## config.mk

```make
export PLATFORM = sky130hd
export DESIGN_NAME = pipeline_hazard_ctrl
export DESIGN_NICKNAME = d
export VERILOG_FILES = /design/src/rtl/pipeline_hazard_ctrl.sv
export SDC_FILE = /design/constraint.sdc
export NUM_CORES = 1
export LEC_CHECK = 0
export CAP_MARGIN = 10
export CORE_MARGIN = 4
export CORE_UTILIZATION = 37
export CTS_CLUSTER_DIAMETER = 100
export DETAILED_ROUTE_END_ITERATION = 10
export PLACE_DENSITY = 0.77
export SLEW_MARGIN = 20
export SYNTH_ARGS = -nofsm -noshare
export SYNTH_HDL_FRONTEND = slang
export SYNTH_SLANG_ARGS = --single-unit
```

## constraint.sdc

```tcl
create_clock -name clk -period 2.08 [get_ports clk]
set_input_delay 0.416 -clock clk [delete_from_list [all_inputs] [get_ports clk]]
set_output_delay 0.416 -clock clk [all_outputs]
set_load 0.03 [all_outputs]
```

## src/rtl/pipeline_hazard_ctrl.sv

```systemverilog
// Hazard and sequencing controller for the 5-stage pipeline: operand forwarding,
// load-use bubble, branch flush, multi-cycle EX hold and a saturating stall counter.
//
// state   | meaning
// IDLE    | normal issue; per-cycle hazards resolved, a multi-cycle op may start
// MC_BUSY | multi-cycle op held in EX; mcCnt = stall cycles still to go
module pipeline_hazard_ctrl #(
    parameter int MC_LATENCY = 4,
    parameter int CNT_W      = 16
) (
    input  logic             clk,
    input  logic             rst,
    input  logic [4:0]       Rs1D,
    input  logic [4:0]       Rs2D,
    input  logic [4:0]       Rs1E,
    input  logic [4:0]       Rs2E,
    input  logic [4:0]       RdE,
    input  logic [4:0]       RdM,
    input  logic [4:0]       RdW,
    input  logic             RegWriteM,
    input  logic             RegWriteW,
    input  logic             ResultSrcE0,
    input  logic             PCSrcE,
    input  logic             MultiCycE,
    output logic [1:0]       ForwardAE,
    output logic [1:0]       ForwardBE,
    output logic             StallF,
    output logic             StallD,
    output logic             StallE,
    output logic             FlushD,
    output logic             FlushE,
    output logic             FlushM,
    output logic             McBusy,
    output logic [CNT_W-1:0] StallCount
);

    typedef enum logic {
        IDLE    = 1'b0,
        MC_BUSY = 1'b1
    } state_t;

    localparam bit         MC_EN   = (MC_LATENCY >= 2);
    localparam logic [3:0] MC_LOAD = MC_EN ? 4'(MC_LATENCY - 2) : 4'd0;

    state_t     state;
    logic [3:0] mcCnt;

    logic lwStall;
    logic mcStart;
    logic mcHold;
    logic idleFree;
    logic brTaken;
    logic lwTaken;
    logic stallAll;
    logic frontStall;

    function automatic logic [1:0] fwdSel(
        input logic [4:0] rs,
        input logic [4:0] rdM,
        input logic       wrM,
        input logic [4:0] rdW,
        input logic       wrW
    );
        logic [1:0] sel;
        sel = 2'b00;
        if (wrM && (rdM != 5'd0) && (rdM == rs)) begin
            sel = 2'b10;
        end else if (wrW && (rdW != 5'd0) && (rdW == rs)) begin
            sel = 2'b01;
        end
        return sel;
    endfunction

    always_comb begin
        lwStall    = ResultSrcE0 && (RdE != 5'd0) && ((RdE == Rs1D) || (RdE == Rs2D));
        mcStart    = (state == IDLE) && MultiCycE && MC_EN;
        mcHold     = (state == MC_BUSY) && (mcCnt != 4'd0);
        idleFree   = (state == IDLE) && !mcStart;
        // a taken branch squashes the load-use bubble: the dependent op is flushed anyway
        brTaken    = idleFree && PCSrcE;
        lwTaken    = idleFree && lwStall && !PCSrcE;
        stallAll   = mcStart || mcHold;
        frontStall = stallAll || lwTaken;
    end

    assign ForwardAE = rst ? fwdSel(Rs1E, RdM, RegWriteM, RdW, RegWriteW) : 2'b00;
    assign ForwardBE = rst ? fwdSel(Rs2E, RdM, RegWriteM, RdW, RegWriteW) : 2'b00;
    assign StallF    = rst && frontStall;
    assign StallD    = rst && frontStall;
    assign StallE    = rst && stallAll;
    assign FlushM    = rst && stallAll;
    assign FlushD    = rst && brTaken;
    assign FlushE    = rst && (brTaken || lwTaken);
    assign McBusy    = rst && (state == MC_BUSY);

    always_ff @(posedge clk or negedge rst) begin
        if (!rst) begin
            state      <= IDLE;
            mcCnt      <= 4'd0;
            StallCount <= '0;
        end else begin
            case (state)
                IDLE: begin
                    if (mcStart) begin
                        state <= MC_BUSY;
                        mcCnt <= MC_LOAD;
                    end
                end
                MC_BUSY: begin
                    if (mcCnt != 4'd0) begin
                        mcCnt <= mcCnt - 4'd1;
                    end else begin
                        state <= IDLE;
                    end
                end
                default: state <= IDLE;
            endcase

            if (frontStall && (StallCount != '1)) begin
                StallCount <= StallCount + CNT_W'(1);
            end
        end
    end

endmodule

```

### Word-level counts from Yosys, hierarchy flattened

Index checks and enable logic that the tools add are counted.

| word-level totals | value |
|---|---|
| bits of input ports | 42 |
| output and inout bits | 27 |
| flip-flop bits (word level) | 21 |
| word-level logic and storage cells | 58 |

| operators by class | value |
|---|---|
| bitwise gates (word level) | 1 |
| add/sub/neg operators | 2 |
| mux-type cells | 12 |
| reductions and logical operators | 31 |
| equal/unequal tests | 9 |

Operator list:

| cell | number |
|---|---|
| $eq A5 B5 Y1 | 6 |
| $logic_and A1 B1 Y1 | 20 |
| $add A16 B1 Y16 const B | 1 |
| $ne A16 B16 Y1 const B | 1 |
| $reduce_bool A5 Y1 | 3 |
| $mux W2 | 4 |
| $mux W4 | 2 |
| $pmux W4 S2 | 1 |
| $logic_or A1 B1 Y1 | 4 |
| $mux W1 | 4 |
| $reduce_bool A4 Y1 | 1 |
| $sub A4 B1 Y4 const B | 1 |
| $logic_not A1 Y1 | 2 |
| $ne A2 B1 Y1 const B | 1 |
| $ne A2 B2 Y1 const B | 1 |
| $pmux W1 S2 | 1 |
| $reduce_and A2 Y1 | 1 |
| $not A1 Y1 | 1 |

### Depth between registers and ports, before layout

| logic depth | value |
|---|---|
| word-level depth | 8 |
| depth in mapped cells | 9 |
| mapped depth without buffers | 8 |

### Worst setup path before layout

No wires, ideal clock.

| timing path | value |
|---|---|
| path type | in2out |
| from | input port RdM[1] |
| to | output port ForwardAE[0] |
| arrival time | 2,211 ps |
| stages | 4 |
| setup slack | -547 ps |
| required time | 1,664 ps |
| path buffers | 0 |
| cells stage by stage | or4_1 > o21ai_0 > nor4_1 > nor4_1 |

| on the way | value |
|---|---|
| longest elaborated chain between the ends | 5 |
| elaborated cells between the ends (all ways) | 6 |
| those cells by class | 1 x eq/ne; 2 x mux; 3 x reduce/logical |

RTL lines:

| what | RTL line | source |
|---|---|---|
| start, declared | 18 | `input logic [4:0] RdM,` |
| $reduce_bool A5 Y1 | 66 | `if (wrM && (rdM != 5'd0) && (rdM == rs)) begin` |
| $logic_and A1 B1 Y1 | 66 |  |
| $logic_and A1 B1 Y1 (*) | 66 |  |
| $mux W2 (*) | 66 |  |
| $mux W2 (*) | 86 | `assign ForwardAE = rst ? fwdSel(Rs1E, RdM, RegWriteM, RdW, RegWriteW) : 2'b00;` |
| end, declared | 25 | `output logic [1:0] ForwardAE,` |

Mark *: on every way between the ends. The rest lies on a longest branch, timed or not.

### Worst setup path in the final report

| timing path | value |
|---|---|
| from | input port RdM[3] |
| to | output port ForwardAE[0] |

Same word-level chain as after synthesis.

==> flow_summary.yaml <==
sta:
  setup_viol: 6
  rsz0062_at_grt: "yes"
  tightest_slew_ns: 0.471
  hold_violations: 0
  finalWorstSetupSlack_ns: -0.138
  min_period_ns: 2.22
  max_freq_ghz: 0.451
  fin_crit_sh_pct: 107
  holdWs_ns: 0.396
  drv_slew: 0
  slew_headroom_pct: 68.3
  skew_ns: 0.00629
setup_path:
  crit_path_start_kind: "input pin"
  cp_num_buf_inv: 2
  cp-end-kind: "output pin"
  worstSetupPathType: "input pin to output pin"
  arrival_ns: 1.80
  crit_chain: "buf_6 > or4_4 > o21ai_4 > nor4_4 > nor4_4 > buf_6"
  path_max_fanout: 2
  cp_top_family: "simple AND/OR/NAND/NOR gates"
  r2r_slack_ns: 0.12
  cp.depth: 6
  slowest_stage: "or4_4"
  rr_worst_depth: 10
  required_ns: 1.66
  slowest_delay_ns: 0.54
pwr:
  ir_worst_vdd_v: 0.000756
  pwr-share-comb_pct: 61.9
  leakagePower_nw: 1.26
  power_density_nw_per_um2: 917
  power.switching_mw: 1.03
  clock_power_share_pct: 10.6
  power_frac_seq_pct: 27.5
  p_int_mw: 1.45
  switching_share_pct: 41.6
yosys:
  syn_area_um2: 1500
  synth_top_area_share_pct: 35.1
  synth_top_area_cell: "dfrtp_1"
  seq_area_frac_synth_pct: 35.1
  synth_mux_area_share_pct: 2.18
  synth-edff-count: 0
  ys_top_cells_by_area: "dfrtp_1 (35%), xor2_1 (18%), xnor2_1 (8.8%), nor2_1 (3.3%), nand3_1 (3.0%)"
  synthAdderAreaFrac_pct: 2.51
  async_flop_share_pct: 100
  yosys.area_share.simple_pct: 21.8
  ys_warn_count: 0
  yosysMostFrequentCell: "xor2_1"
  synth_nets: 203
  synth_top_family_by_area: "XOR/XNOR gates"
  avgSynthCellArea_um2: 9.46
  dominantRegCellSynth: "dfrtp_1"
  synthXorXnorAreaFrac_pct: 26.9
  syn_inst: 158
  ys_seq_elements: 21
  netlist_top_cells_count: "xor2_1 (31), dfrtp_1 (21), xnor2_1 (15)"
  synth_compound_gate_area_share_pct: 7.62
  yosysUniqueCellTypes: 30
clock_tree:
  htree_levels: 1
  cts_made_buffers: 3
  cts_buffer_depth: 2
  postCtsHoldBufs: 0
  cts.sinks: 21
  cts_tree: "yes"
  cts-root-buf: "clkbuf_8"
  clk_latency_ns: 0.26
  clk_pin_slew_ns: 0.08
routing:
  drt_wl_total_mm: 4.56
  drt_iter0_markers: 39
  vias: 1563
  final_antenna_net_count: 0
  viasPerCell: 4.99
  wl_per_cell_um: 14.6
  dr.pass1.iters: 4
  drc: 0
global_route:
  grt-ovfl-total: 0
  grt_max_degree: 29
  grt_usage_pct: 18.3
  grt_pass1_vias: 1672
  antenna_found_initial: 0
  grt_pass1_wl_mm: 7.65
placed_design:
  gp_congestion: 0.811
  pre_cts_ws_ns: -0.597
  hpwl_mm: 3.34
  placed_cells: 295
  placed_cell_area_um2: 2400
  io_buffers: 68
layout:
  nets: 311
  area_delta_synth_final_pct: 81.4
  drive_gt1_share_pct: 37.7
  fillers: 290
  fin_util_pct: 71.9
  final_area_um2: 2710
  fin_cells: 313
  diodes: 0
floorplan:
  dieArea_um2: 5120
  start_util_pct: 39.6
  die_w_um: 71.6
  core_um2: 3770
  ios: 69
  rows: 22
  fp.dieH_um: 71.6
outcome:
  status: "finished, violations left"
  violations: "negative setup slack"
flow_run:
  drv_cap: 0
hold_path:
  hp-class: "input pin to async pin"
[per-stage QoR]
stage	power (mW)	TNS (ns)
after floorplan	1.40	0
after global placement	1.88	-7.21
after detailed placement	1.92	-7.59
after CTS	2.43	-0.460
after global routing	2.65	-0.854
final	2.49	-0.413
[cells in the final DEF (no fill, tap or decap), drive strengths merged, types with 5 or more instances in the layout]
cell type,instances
dfrtp,21
nand3,9
buf,56
clkbuf,7
nand2,5
xor2,31
inv,8
and2,6
o21ai,5
clkdlybuf4s50,17
nor3,9
dlygate4sd2,21
or4,5
nor4,6
xnor2,15
nor2,13
[cell families after synthesis]
group / after synthesis
AND/OR/NAND/NOR: 61
XOR/XNOR: 46
flip-flops: 21
AO/OA/AOI/OAI: 13
buffers and inverters: 11
multiplexers: 3
adder cells (fa/ha/maj): 3
[metal layers]
metal  track usage, %  vias to the layer above  routed length [µm]
li1                 -                      764                   -
met1             21.5                      725                1790
met2             32.4                       66                2260
met3             4.63                        8                 421
met4             5.64                        0                  93
met5                0                        -                   0
[final cells by class]
type / count / area [µm²] / area share, %
tap: 48 / 60.1 / 2.21
clock buffer: 3 / 41.3 / 1.52
clock inverter: 1 / 5.00 / 0.185
inverter: 8 / 30.0 / 1.11
sequential: 21 / 526 / 19.4
timing repair buffer: 106 / 935 / 34.5
multi-input combinational: 126 / 1120 / 41.1
[power by group through the flow]
stage	Combinational, mW	Clock [mW]	Sequential (mW)
final	1.54	0.263	0.684
after global routing	1.66	0.289	0.701
after CTS	1.47	0.275	0.679
after detailed placement	1.23	0	0.687
after global placement	1.20	0	0.682
after floorplan	0.596	0	0.801
[final timing paths]
check / startpoint / endpoint
min in group clk: StallCount[15]$_DFFE_PN0P_ / StallCount[15]$_DFFE_PN0P_
max reg2reg: mcCnt[0]$_DFFE_PN0P_ / StallCount[1]$_DFFE_PN0P_
min: rst / StallCount[10]$_DFFE_PN0P_
max: RdM[3] / ForwardAE[0]
max in group asynchronous: rst / StallCount[1]$_DFFE_PN0P_
min reg2reg: StallCount[15]$_DFFE_PN0P_ / StallCount[15]$_DFFE_PN0P_
[flip-flops by register name, summed over array words and instances (netlist names)]
signal	cells
StallCount	16
mcCnt	4
state	1
[repair_timing]
action / CTS / global route
gates resized for setup: 106 / 22
pin swaps: 28 / 15
endpoints found under the setup margin: 19 / 18
buffers inserted: 11 / 3
No activity file was read; power rests on OpenSTA's default activity.
